## src/rtl/log_dump_ctrl_if.sv

```systemverilog
// Valid/ready stream carrying one I/Q word per beat from the dump controller
// to the host bridge.
interface log_dump_ctrl_if #(
  parameter int W = 32
);
  logic [W-1:0] tx_data;
  logic         tx_valid;
  logic         tx_ready;

  modport master (output tx_data, output tx_valid, input tx_ready);
  modport slave  (input tx_data, input tx_valid, output tx_ready);
endinterface

```

## src/rtl/log_dump_ctrl.sv

```systemverilog
// Capture/dump sequencer for the dual-BRAM logger: turns host commands into
// logger run/read pulses and streams the captured words out on a dump.
module log_dump_ctrl #(
  parameter int BRAM_ADDR_WIDTH = 15,
  parameter int BRAM_DATA_WIDTH = 16,
  parameter int RD_LAT          = 1
) (
  input  logic                         clk,
  input  logic                         i_rst,
  input  logic                         i_cmd_capture,
  input  logic                         i_cmd_dump,
  input  logic [BRAM_ADDR_WIDTH-1:0]   i_dump_len,
  input  logic                         i_mem_full,
  input  logic [2*BRAM_DATA_WIDTH-1:0] i_log_data,
  output logic                         o_run_log,
  output logic                         o_read_log,
  output logic [BRAM_ADDR_WIDTH-1:0]   o_addr_log,
  log_dump_ctrl_if.master              tx,
  output logic                         o_busy,
  output logic                         o_captured,
  output logic                         o_done,
  output logic                         o_cmd_err
);
  localparam int AW = BRAM_ADDR_WIDTH;
  localparam int WW = 2 * BRAM_DATA_WIDTH;
  localparam logic [1:0] LAT_LAST = 2'(RD_LAT);

  typedef enum logic [2:0] {
    S_IDLE    = 3'd0,
    S_CAPTURE = 3'd1,
    S_RDSTART = 3'd2,
    S_RDWAIT  = 3'd3,
    S_FETCH   = 3'd4,
    S_SEND    = 3'd5
  } state_e;

  state_e        state_q, state_d;
  logic [AW-1:0] addr_q, addr_d, len_q, len_d, addr_out_q, addr_out_d;
  logic [1:0]    cnt_q, cnt_d;
  logic [WW-1:0] data_q, data_d;
  logic          full_unread_q, full_unread_d, captured_q, captured_d;
  logic          run_q, run_d, read_q, read_d, valid_q, valid_d;
  logic          busy_q, busy_d, done_q, done_d, err_q, err_d;

  // State and registered outputs
  always_ff @(posedge clk) begin
    if (i_rst) begin
      state_q       <= S_IDLE;
      addr_q        <= '0;
      len_q         <= '0;
      addr_out_q    <= '0;
      cnt_q         <= 2'd0;
      data_q        <= '0;
      full_unread_q <= 1'b0;
      captured_q    <= 1'b0;
      run_q         <= 1'b0;
      read_q        <= 1'b0;
      valid_q       <= 1'b0;
      busy_q        <= 1'b0;
      done_q        <= 1'b0;
      err_q         <= 1'b0;
    end else begin
      state_q       <= state_d;
      addr_q        <= addr_d;
      len_q         <= len_d;
      addr_out_q    <= addr_out_d;
      cnt_q         <= cnt_d;
      data_q        <= data_d;
      full_unread_q <= full_unread_d;
      captured_q    <= captured_d;
      run_q         <= run_d;
      read_q        <= read_d;
      valid_q       <= valid_d;
      busy_q        <= busy_d;
      done_q        <= done_d;
      err_q         <= err_d;
    end
  end

  // Next-state and next-output logic
  always_comb begin
    state_d       = state_q;
    addr_d        = addr_q;
    len_d         = len_q;
    cnt_d         = cnt_q;
    data_d        = data_q;
    full_unread_d = full_unread_q;
    captured_d    = captured_q;
    run_d         = 1'b0;
    read_d        = 1'b0;
    valid_d       = valid_q;
    done_d        = 1'b0;
    // Any command outside IDLE is ignored and flagged
    err_d         = (state_q != S_IDLE) & (i_cmd_capture | i_cmd_dump);
    case (state_q)
      S_IDLE: begin
        if (i_cmd_capture) begin
          // Capture has priority; a simultaneous dump is always dropped
          err_d = i_cmd_dump | full_unread_q;
          if (!full_unread_q) begin
            run_d      = 1'b1;
            captured_d = 1'b0;
            state_d    = S_CAPTURE;
          end else begin
            state_d = S_IDLE;
          end
        end else if (i_cmd_dump) begin
          if (captured_q) begin
            len_d   = i_dump_len;
            addr_d  = '0;
            read_d  = 1'b1;
            state_d = S_RDSTART;
          end else begin
            err_d = 1'b1;
          end
        end else begin
          state_d = S_IDLE;
        end
      end
      S_CAPTURE: begin
        if (i_mem_full) begin
          captured_d    = 1'b1;
          full_unread_d = 1'b1;
          state_d       = S_IDLE;
        end else begin
          state_d = S_CAPTURE;
        end
      end
      S_RDSTART: begin
        full_unread_d = 1'b0;
        state_d       = S_RDWAIT;
      end
      S_RDWAIT: begin
        cnt_d   = 2'd0;
        state_d = S_FETCH;
      end
      S_FETCH: begin
        if (cnt_q == LAT_LAST) begin
          data_d  = i_log_data;
          valid_d = 1'b1;
          state_d = S_SEND;
        end else begin
          cnt_d = cnt_q + 2'd1;
        end
      end
      S_SEND: begin
        if (tx.tx_ready) begin
          valid_d = 1'b0;
          // Equality-only termination so an all-ones length covers the full space
          if (addr_q == len_q) begin
            done_d  = 1'b1;
            state_d = S_IDLE;
          end else begin
            addr_d  = addr_q + 1'b1;
            cnt_d   = 2'd0;
            state_d = S_FETCH;
          end
        end else begin
          state_d = S_SEND;
        end
      end
      default: begin
        state_d = S_IDLE;
        valid_d = 1'b0;
      end
    endcase
    addr_out_d = ((state_d == S_FETCH) || (state_d == S_SEND)) ? addr_d : '0;
    busy_d     = (state_d != S_IDLE);
  end

  assign o_run_log   = run_q;
  assign o_read_log  = read_q;
  assign o_addr_log  = addr_out_q;
  assign tx.tx_data  = data_q;
  assign tx.tx_valid = valid_q;
  assign o_busy      = busy_q;
  assign o_captured  = captured_q;
  assign o_done      = done_q;
  assign o_cmd_err   = err_q;
endmodule

```

## src/flat_wrapper.sv

```systemverilog
// flat-port wrapper written by rule: the top's interface ports become plain ports
module log_dump_ctrl_flat 
#(
  parameter int BRAM_ADDR_WIDTH = 15,
  parameter int BRAM_DATA_WIDTH = 16,
  parameter int RD_LAT          = 1
)
  (clk, i_rst, i_cmd_capture, i_cmd_dump, i_dump_len, i_mem_full, i_log_data, o_run_log, o_read_log, o_addr_log, o_busy, o_captured, o_done, o_cmd_err, tx_tx_data, tx_tx_valid, tx_tx_ready);
  log_dump_ctrl_if #(.W(32)) tx_i ();
  input  logic clk;
  input  logic i_rst;
  input  logic i_cmd_capture;
  input  logic i_cmd_dump;
  input  logic [BRAM_ADDR_WIDTH-1:0] i_dump_len;
  input  logic i_mem_full;
  input  logic [2*BRAM_DATA_WIDTH-1:0] i_log_data;
  output logic o_run_log;
  output logic o_read_log;
  output logic [BRAM_ADDR_WIDTH-1:0] o_addr_log;
  output logic o_busy;
  output logic o_captured;
  output logic o_done;
  output logic o_cmd_err;
  output wire logic [$bits(tx_i.tx_data)-1:0] tx_tx_data;
  output wire logic [$bits(tx_i.tx_valid)-1:0] tx_tx_valid;
  input wire logic [$bits(tx_i.tx_ready)-1:0] tx_tx_ready;
  assign tx_tx_data = tx_i.tx_data;
  assign tx_tx_valid = tx_i.tx_valid;
  assign tx_i.tx_ready = tx_tx_ready;
  log_dump_ctrl #(.BRAM_ADDR_WIDTH(BRAM_ADDR_WIDTH), .BRAM_DATA_WIDTH(BRAM_DATA_WIDTH), .RD_LAT(RD_LAT)) u_core (.clk(clk), .i_rst(i_rst), .i_cmd_capture(i_cmd_capture), .i_cmd_dump(i_cmd_dump), .i_dump_len(i_dump_len), .i_mem_full(i_mem_full), .i_log_data(i_log_data), .o_run_log(o_run_log), .o_read_log(o_read_log), .o_addr_log(o_addr_log), .tx(tx_i), .o_busy(o_busy), .o_captured(o_captured), .o_done(o_done), .o_cmd_err(o_cmd_err));
endmodule
```

## config.mk

```make
export PLATFORM = sky130hd
export DESIGN_NAME = log_dump_ctrl_flat
export DESIGN_NICKNAME = d
export VERILOG_FILES = /design/src/rtl/log_dump_ctrl_if.sv /design/src/rtl/log_dump_ctrl.sv /design/src/flat_wrapper.sv
export SDC_FILE = /design/constraint.sdc
export NUM_CORES = 1
export LEC_CHECK = 0
export ABC_AREA = 1
export BUFFER_PORTS_ARGS = -buffer_cell sky130_fd_sc_hd__buf_2
export CORE_MARGIN = 2
export CORE_UTILIZATION = 30
export DETAILED_ROUTE_END_ITERATION = 8
export GPL_ROUTABILITY_DRIVEN = 0
export SLEW_MARGIN = 20
export SYNTH_ARGS = -nofsm -noshare
export SYNTH_HDL_FRONTEND = slang
export SYNTH_SLANG_ARGS = --single-unit
```

## constraint.sdc

```tcl
create_clock -name clk -period 2.1 [get_ports clk]
set_input_delay 0.315 -clock clk [delete_from_list [all_inputs] [get_ports clk]]
set_output_delay 0.315 -clock clk [all_outputs]
set_load 0.01 [all_outputs]
```

==> results_tabular.tex, run 1 <==
\begin{tabular}{lr}
\hline
Metric & Value \\
\hline
\multicolumn{2}{l}{\textbf{Status}} \\
\quad Result of the run & finished, final reports clean \\
\multicolumn{2}{l}{\textbf{Synthesis}} \\
\quad Cell types with the largest area share after synthesis & dfxtp\_1 (48\%), nand2\_1 (11\%), a21oi\_1 (10\%) \\
\quad Post-synth EDFFs & 0 \\
\quad Top-count cell post-synth & nand2\_1 \\
\quad Share of synthesized area occupied by flip-flops and latches & 0.478 \\
\quad Dominant cell type by area after synthesis & dfxtp\_1 \\
\quad Leading post-synthesis cells by instance count & nand2\_1 (114), dfxtp\_1 (90), a21oi\_1 (75) \\
\quad Average cell area after synthesis & 7.38 µm² \\
\quad Synthesized netlist cell count & 511 \\
\quad Portion of synthesized cell area occupied by the leading cell type & 0.478 \\
\quad Top FF cell, synth & dfxtp\_1 \\
\quad Yosys reg bits & 90 \\
\quad Async SR Flop Fraction & 0 \\
\quad Yosys Warn Count & 0 \\
\quad Net Count, Synth & 566 \\
\quad Number of different library cells in the post-synthesis netlist & 32 \\
\quad Post-synthesis cell area & 0.00377 mm² \\
\multicolumn{2}{l}{\textbf{Timing}} \\
\quad Worst Tran Pin Value & 624 ps \\
\quad Final hold violations & 0 \\
\quad Clock tree skew after final layout & 5.25 ps \\
\quad Post-route fraction of the period consumed by the critical path & 0.850 \\
\quad Minimum clock period after layout & 1790 ps \\
\quad Peak Freq & 560 MHz \\
\quad Setup repair after global routing missed its margin & no \\
\quad Minimum setup slack in the final design & 314 ps \\
\quad Final max-slew violation count & 0 \\
\quad Headroom to the max-slew limit & 0.584 \\
\quad Final-report setup violation count & 0 \\
\quad WHS & 203 ps \\
\quad Aggregate negative setup slack & 0 ps \\
\multicolumn{2}{l}{\textbf{GRT}} \\
\quad First-pass GRT wire length & 16,300 µm \\
\quad Initial antenna violation count & 0 \\
\quad Number of global-route vias before repair & 3,498 \\
\quad Largest net degree at the start of global routing & 57 \\
\quad Total congestion overflow & 0 \\
\quad Global-route total usage across every layer & 0.154 \\
\multicolumn{2}{l}{\textbf{Power and ir drop}} \\
\quad Comb pwr share & 0.056 \\
\quad Switching part of the total & 0.223 \\
\quad Peak VDD IR & 0.000434 V \\
\quad Standby leakage power & 2.02 nW \\
\quad Net Switching & 0.000740 W \\
\quad Cell area power density & 704 mW/mm² \\
\quad Part of the power in the clock network & 0.422 \\
\quad Part of the total power dissipated in sequential elements & 0.522 \\
\quad Pint & 0.00258 W \\
\multicolumn{2}{l}{\textbf{Finish}} \\
\quad Post-route cell area & 0.00471 mm² \\
\quad N\_diodes & 0 \\
\quad P\&R area growth vs syn & 24.9\% \\
\quad Final net count & 669 \\
\quad Fraction of layout instances using a drive strength above 1 & 0.252 \\
\multicolumn{2}{l}{\textbf{Floorplan}} \\
\quad Num rows & 40 \\
\quad Initial Utilization & 0.310 \\
\quad Die extent in y & 116 µm \\
\quad Ports placed on the boundary & 107 \\
\quad Die X & 116 µm \\
\quad Die area & 0.0135 mm² \\
\quad Standard cell core area & 0.0122 mm² \\
\multicolumn{2}{l}{\textbf{Clock network}} \\
\quad Cts repair resizes & 0 \\
\quad Clock tree from TritonCTS & yes \\
\quad TritonCTS Buffers & 9 \\
\quad Clock root buffer & clkbuf\_16 \\
\quad Number of clock sinks seen by CTS & 90 \\
\quad Clock Path Buffers & 2 \\
\quad Number of setup buffers added after CTS & 0 \\
\quad CTS clock-pin slew for the worst setup and hold paths & 60 ps \\
\quad CTS H-tree lvls & 3 \\
\quad Worst-Skew Late Latency & 340 ps \\
\quad Number of buffers added to fix hold violations after cts & 0 \\
\multicolumn{2}{l}{\textbf{Route}} \\
\quad Number of DRC violations after detailed-routing iteration 0 & 190 \\
\quad Number of vias per cell & 4.62 \\
\quad Routed length per placed instance & 12.7 µm \\
\quad Via count of the routed design & 3,625 \\
\quad Overall routed net length & 9960 µm \\
\quad Count of TritonRoute iterations in the first routing pass & 4 \\
\quad Antenna Nets Post-Route & 0 \\
\quad Total DRC errors in the routed layout & 0 \\
\multicolumn{2}{l}{\textbf{Critical path}} \\
\quad Count of cells along the worst register-to-register path & 12 \\
\quad Buffers \& Inverters on Critical Path & 2 \\
\quad Setup slack on the worst flop-to-flop path & 310 ps \\
\quad Worst-path maximum fanout & 11 \\
\quad Startpoint Class & register \\
\quad Crit. path cell count & 12 \\
\quad Launching instance or port of the critical path & u\_core.addr\_q[0] \\
\quad Delay of the slowest cell on the worst path & 410 ps \\
\quad RR Endpoint & u\_core.addr\_q[7] \\
\quad Reg-to-reg critical path startpoint & u\_core.addr\_q[0] \\
\quad Crit Path Class & register to register \\
\quad Family with the most delay on the worst path & simple AND/OR/NAND/NOR gates \\
\quad CP Cell Sequence & inv\_1 -> nand2\_1 -> nand2\_1 -> nor2\_1 -> nand2\_1 -> nor2\_4 -> nand2\_4 -> nand2\_4 -> inv\_4 -> nand2\_1 -> nand3\_1 -> a21oi\_1 \\
\quad Data arrival time of the worst path & 2050 ps \\
\quad Max stage delay cell, worst path & dfxtp\_1 \\
\quad Critical path's most frequent cell & nand2\_1 \\
\quad Type of element capturing the critical path & register \\
\quad End point of the critical path & u\_core.addr\_q[7] \\
\quad Required time of the critical path & 2360 ps \\
\multicolumn{2}{l}{\textbf{Placement}} \\
\quad Worst slack after detailed placement & 326 ps \\
\quad PortBufs & 106 \\
\quad Final HPWL from detailed placement & 7040 µm \\
\quad Cell Area, Placed & 0.00447 mm² \\
\multicolumn{2}{l}{\textbf{Hold path}} \\
\quad Worst min-delay path class & primary input to register \\
\multicolumn{2}{l}{\textbf{Flow run}} \\
\quad Max\_cap viols & 0 \\
\hline
\end{tabular}
## worst min path at each step
stage	from	endpoint	slack, ps	cells after the start
final	i_dump_len[5]	u_core.len_q[5]	200	3
after global routing	i_dump_len[5]	u_core.len_q[5]	200	3
after CTS	i_dump_len[5]	u_core.len_q[5]	180	3
after detailed placement	u_core.tx.tx_data[30]	u_core.tx.tx_data[30]	450	2
after global placement	u_core.tx.tx_data[28]	u_core.tx.tx_data[28]	450	2
after floorplan	i_rst	u_core.state_q[0]	400	1
## worst min-delay path: stages
cell	delay (ps)
buf_2	70
nor2_1	30
nor2_1	80
## metal layers
layer / track usage / wire [µm] / vias to the layer above / share of wire
met5: 0 / 0 / - / 0
met4: 0.0532 / 122 / 0 / 0.012
met3: 0.0654 / 773 / 10 / 0.078
met2: 0.238 / 4430 / 107 / 0.44
met1: 0.194 / 4640 / 1644 / 0.47
li1: - / - / 1864 / -
## stage by stage
| stage | cells | util | total power [W] |
|---|---|---|---|
| 6_report | 784 | 0.387 | 0.00332 |
| 5_1_grt | 784 | 0.387 | 0.00346 |
| 4_1_cts | 784 | 0.387 | 0.00338 |
| 3_5_place_dp | 771 | 0.368 | 0.00195 |
| 3_3_place_gp | 771 | 0.368 | 0.00195 |
| 2_1_floorplan | 511 | - | 0.00187 |
## logic make-up (layout without fill, tap and decap cells)
kind of cell / after synthesis / in the layout / synth area share
adders and majority gates: 2 / 2 / 0.00663
AOI/OAI and AO/OA: 113 / 113 / 0.158
DFF: 90 / 90 / 0.478
and+or+nand+nor: 230 / 230 / 0.274
xor gates and xnor gates: 1 / 1 / 0.00232
buffers and inverters: 75 / 180 / 0.0816
## area by class of cell
type | count | area (µm²)
timing repair buffer | 115 | 598
fill | 1279 | 7450
tap | 168 | 210
sequential | 90 | 1800
inverter | 52 | 198
multi-input combinational | 346 | 1660
clock inverter | 1 | 5.00
clock buffer | 12 | 236
## registers in the layout, summed over array words and instances (netlist names)
name	flops
u_core.addr_q	15
u_core.cnt_q	2
u_core.full_unread_q	1
u_core.len_q	15
u_core.o_addr_log	15
u_core.o_busy	1
u_core.o_captured	1
u_core.o_cmd_err	1
u_core.o_done	1
u_core.o_read_log	1
u_core.o_run_log	1
u_core.state_q	3
u_core.tx.tx_data	32
u_core.tx.tx_valid	1
## layout by cell type, fill, tap and decap left out, types with 2 or more instances in the layout
cell type and n:
dfxtp_1 90, o21ai_1 3, inv_2 8, nor2_1 44
buf_2 106, ha_1 2, clkbuf_16 9, inv_1 43
clkbuf_1 3, nand2_4 2, nand4_1 4, o21ai_2 6
buf_4 9, nor2_2 3, nand2_1 114, o21ai_0 24
nand3_1 51, a31oi_1 3, o211ai_1 2, a21oi_1 75
nor2_4 4
## power groups by stage
stage	registers (W)	logic (W)	clock network (W)
2_1_floorplan	0.00177	0.0000992	0
3_3_place_gp	0.00177	0.000181	0
3_5_place_dp	0.00177	0.000185	0
4_1_cts	0.00173	0.000186	0.00146
5_1_grt	0.00173	0.000209	0.00152
6_report	0.00173	0.000185	0.00140
(Power assumes the default switching activity.)
==> run 2, diff against run 1 <==
- clock period: 2.1 -> 2.2 ns (I/O delays scaled with it)
==> run 2 against run 1 <==
Die area is the same. Non-clock buffer count is the same. Worst setup slack gained 86 ps. Worst hold slack gained 32 ps. Core utilization grew 0.25 points. Critical endpoint is now u_core.addr_q[6]. Largest power group unchanged.
==> results_tabular.tex, run 2 (same netlist as run 1, synthesis figures left out) <==
\begin{tabular}{lr}
\hline
Metric & Value \\
\hline
\multicolumn{2}{l}{\textbf{Clock network}} \\
\quad Number of clock sinks seen by CTS & 90 (unchanged) \\
\quad TritonCTS Buffers & 9 (unchanged) \\
\quad Cts repair resizes & 0 (unchanged) \\
\quad CTS H-tree lvls & 3 (unchanged) \\
\quad CTS clock-pin slew for the worst setup and hold paths & 60 ps (about the same) \\
\quad Clock Path Buffers & 2 (unchanged) \\
\quad Clock root buffer & clkbuf\_16 \\
\quad Number of setup buffers added after CTS & 0 (unchanged) \\
\quad Number of buffers added to fix hold violations after cts & 0 (unchanged) \\
\quad Clock tree from TritonCTS & yes \\
\quad Worst-Skew Late Latency & 340 ps (about the same) \\
\multicolumn{2}{l}{\textbf{Critical path}} \\
\quad Crit Path Class & register to register \\
\quad Family with the most delay on the worst path & simple AND/OR/NAND/NOR gates \\
\quad Count of cells along the worst register-to-register path & 10 (-2) \\
\quad Max stage delay cell, worst path & dfxtp\_1 \\
\quad Required time of the critical path & 2410 ps (+50 ps) \\
\quad Worst-path maximum fanout & 6 (-5) \\
\quad RR Endpoint & u\_core.addr\_q[6] \\
\quad Buffers \& Inverters on Critical Path & 2 (unchanged) \\
\quad Startpoint Class & register \\
\quad Reg-to-reg critical path startpoint & u\_core.addr\_q[1] \\
\quad Delay of the slowest cell on the worst path & 450 ps (+40 ps) \\
\quad Data arrival time of the worst path & 2010 ps (-40 ps) \\
\quad Setup slack on the worst flop-to-flop path & 400 ps (+90 ps) \\
\quad CP Cell Sequence & ha\_1 -> inv\_1 -> nor3\_2 -> inv\_1 -> nor2\_4 -> nand2\_1 -> nor2\_2 -> nand2\_1 -> o21ai\_0 -> nor2\_1 \\
\quad Type of element capturing the critical path & register \\
\multicolumn{2}{l}{\textbf{Route}} \\
\quad Overall routed net length & 10,000 µm (+0.42\%) \\
\quad Via count of the routed design & 3,693 (+1.9\%) \\
\quad Number of vias per cell & 4.70 (+1.6\%) \\
\quad Number of DRC violations after detailed-routing iteration 0 & 153 (-19\%) \\
\quad Routed length per placed instance & 12.7 µm (+0.17\%) \\
\quad Total DRC errors in the routed layout & 0 (unchanged) \\
\quad Count of TritonRoute iterations in the first routing pass & 5 (+1) \\
\quad Antenna Nets Post-Route & 0 (unchanged) \\
\multicolumn{2}{l}{\textbf{Placement}} \\
\quad Worst slack after detailed placement & 441 ps (+115 ps) \\
\quad PortBufs & 106 (unchanged) \\
\quad Final HPWL from detailed placement & 7170 µm (+1.9\%) \\
\multicolumn{2}{l}{\textbf{Timing}} \\
\quad Final max-slew violation count & 0 (unchanged) \\
\quad Minimum clock period after layout & 1800 ps (+14.0 ps) \\
\quad Setup repair after global routing missed its margin & no \\
\quad Peak Freq & 556 MHz (-0.78\%) \\
\quad Minimum setup slack in the final design & 400 ps (+86.0 ps) \\
\quad Final hold violations & 0 (unchanged) \\
\quad Clock tree skew after final layout & 4.60 ps (-0.659 ps) \\
\quad Aggregate negative setup slack & 0 ps (unchanged) \\
\quad Worst Tran Pin Value & 613 ps (-11.4 ps) \\
\quad Final-report setup violation count & 0 (unchanged) \\
\quad Headroom to the max-slew limit & 0.592 (+0.00763) \\
\quad Post-route fraction of the period consumed by the critical path & 0.818 (-0.0323) \\
\multicolumn{2}{l}{\textbf{Finish}} \\
\quad N\_diodes & 0 (unchanged) \\
\quad Fillers & 1,263 (-1.3\%) \\
\quad Final net count & 669 (unchanged) \\
\quad Fraction of layout instances using a drive strength above 1 & 0.257 (+0.00566) \\
\quad P\&R area growth vs syn & 25.7\% \\
\quad Commonest non-fill, non-tap cells in the layout & nand2\_1 (114), buf\_2 (106), dfxtp\_1 (90) \\
\quad Largest register FFs & 32 (unchanged) \\
\quad Most common library cell in the layout ignoring fill and taps & nand2\_1 \\
\multicolumn{2}{l}{\textbf{Power and ir drop}} \\
\quad Standby leakage power & 2.04 nW (+0.98\%) \\
\quad Switching part of the total & 0.222 (-0.00118) \\
\quad Total Power Consumption & 0.00325 W (-2.0\%) \\
\quad Part of the total power dissipated in sequential elements & 0.509 (-0.013) \\
\quad Comb pwr share & 0.054 (-0.002) \\
\quad Peak VDD IR & 0.000461 V (+6.1\%) \\
\quad Pint & 0.00253 W (-1.9\%) \\
\quad Cell area power density & 686 mW/mm² (-2.6\%) \\
\quad Part of the power in the clock network & 0.437 (+0.015) \\
\quad Net Switching & 0.000721 W (-2.5\%) \\
\multicolumn{2}{l}{\textbf{Floorplan}} \\
\quad Die extent in y & 116 µm (unchanged) \\
\quad Ports placed on the boundary & 107 (unchanged) \\
\quad Die X & 116 µm (unchanged) \\
\quad Standard cell core area & 0.0122 mm² (unchanged) \\
\quad Initial Utilization & 0.310 (unchanged) \\
\quad Num rows & 40 (unchanged) \\
\quad Die area & 0.0135 mm² (unchanged) \\
\multicolumn{2}{l}{\textbf{Hold path}} \\
\quad Worst hold path cell count & 3 (unchanged) \\
\quad Hold worst-path end & u\_core.len\_q[5] \\
\quad Worst min-delay path class & primary input to register \\
\quad Worst hold start & i\_dump\_len[5] \\
\multicolumn{2}{l}{\textbf{GRT}} \\
\quad Total congestion overflow & 0 (unchanged) \\
\quad First-pass GRT wire length & 16,200 µm (-0.51\%) \\
\quad Global-route total usage across every layer & 0.155 (+0.000825) \\
\quad Largest net degree at the start of global routing & 57 (unchanged) \\
\quad Initial antenna violation count & 0 (unchanged) \\
\quad Number of global-route vias before repair & 3,399 (-2.8\%) \\
\multicolumn{2}{l}{\textbf{Flow run}} \\
\quad Max\_cap viols & 0 (unchanged) \\
\multicolumn{2}{l}{\textbf{Status}} \\
\quad Result of the run & finished, final reports clean \\
\hline
\end{tabular}
[run 2: changes by cell type in the layout (fill, tap and decap cells not counted)]
cell,before,now
clkinv_2,1,3
clkbuf_1,3,1
clkbuf_8,0,2
[run 2: stage by stage]
step | cell area [µm²] | hold slack, ps | std cells | util
after floorplan | 3770 | 411 | 511 | -
after global routing | 4740 | 228 | 786 | 0.390
final | 4740 | 235 | 786 | 0.390
after global placement | 4470 | 445 | 771 | 0.368
after detailed placement | 4470 | 450 | 771 | 0.368
after CTS | 4740 | 222 | 786 | 0.390
[run 2: how the worst max path moves through the flow]
stage                           from              endpoint  slack [ps]  depth (start not counted)
detailed placement  u_core.addr_q[0]  u_core.o_addr_log[7]         440                         12
global placement    u_core.addr_q[1]      u_core.addr_q[6]         480                         10
global route        u_core.addr_q[1]      u_core.addr_q[6]         210                         10
CTS                 u_core.addr_q[0]  u_core.o_addr_log[7]         420                         12
finish              u_core.addr_q[1]      u_core.addr_q[6]         400                         10
floorplan           u_core.addr_q[1]     u_core.addr_q[10]         720                         10
[run 2: layer usage]
| metal | vias up | part of all wire | GRT usage |
|---|---|---|---|
| met5 | - | 0 | 0 |
| li1 | 1866 | - | - |
| met2 | 143 | 0.44 | 0.232 |
| met4 | 0 | 0.022 | 0.0579 |
| met3 | 21 | 0.088 | 0.0612 |
| met1 | 1663 | 0.45 | 0.203 |
[run 2: cell type report]
| class | count | area (µm²) | area share |
|---|---|---|---|
| well taps | 168 | 210 | 0.0443 |
| clock inverters | 3 | 15.0 | 0.00317 |
| repair buffers | 115 | 598 | 0.126 |
| inverters | 52 | 198 | 0.0417 |
| flip-flops and latches | 90 | 1800 | 0.380 |
| clock buffers | 12 | 256 | 0.0541 |
| multi-input cells | 346 | 1660 | 0.351 |
[run 2: power by group through the flow]
stage          combinational, W  sequential [W]  clock [W]
3_3_place_gp           0.000173         0.00169          0
5_1_grt                0.000199         0.00165    0.00155
3_5_place_dp           0.000177         0.00169          0
2_1_floorplan         0.0000947         0.00169          0
6_report               0.000177         0.00165    0.00142
4_1_cts                0.000178         0.00165    0.00149
[run 2: tightest hold or removal path, delay by kind of cell]
family / cells / cell delay, ps
buf+inv: 1 / 80
simple gates: 2 / 130
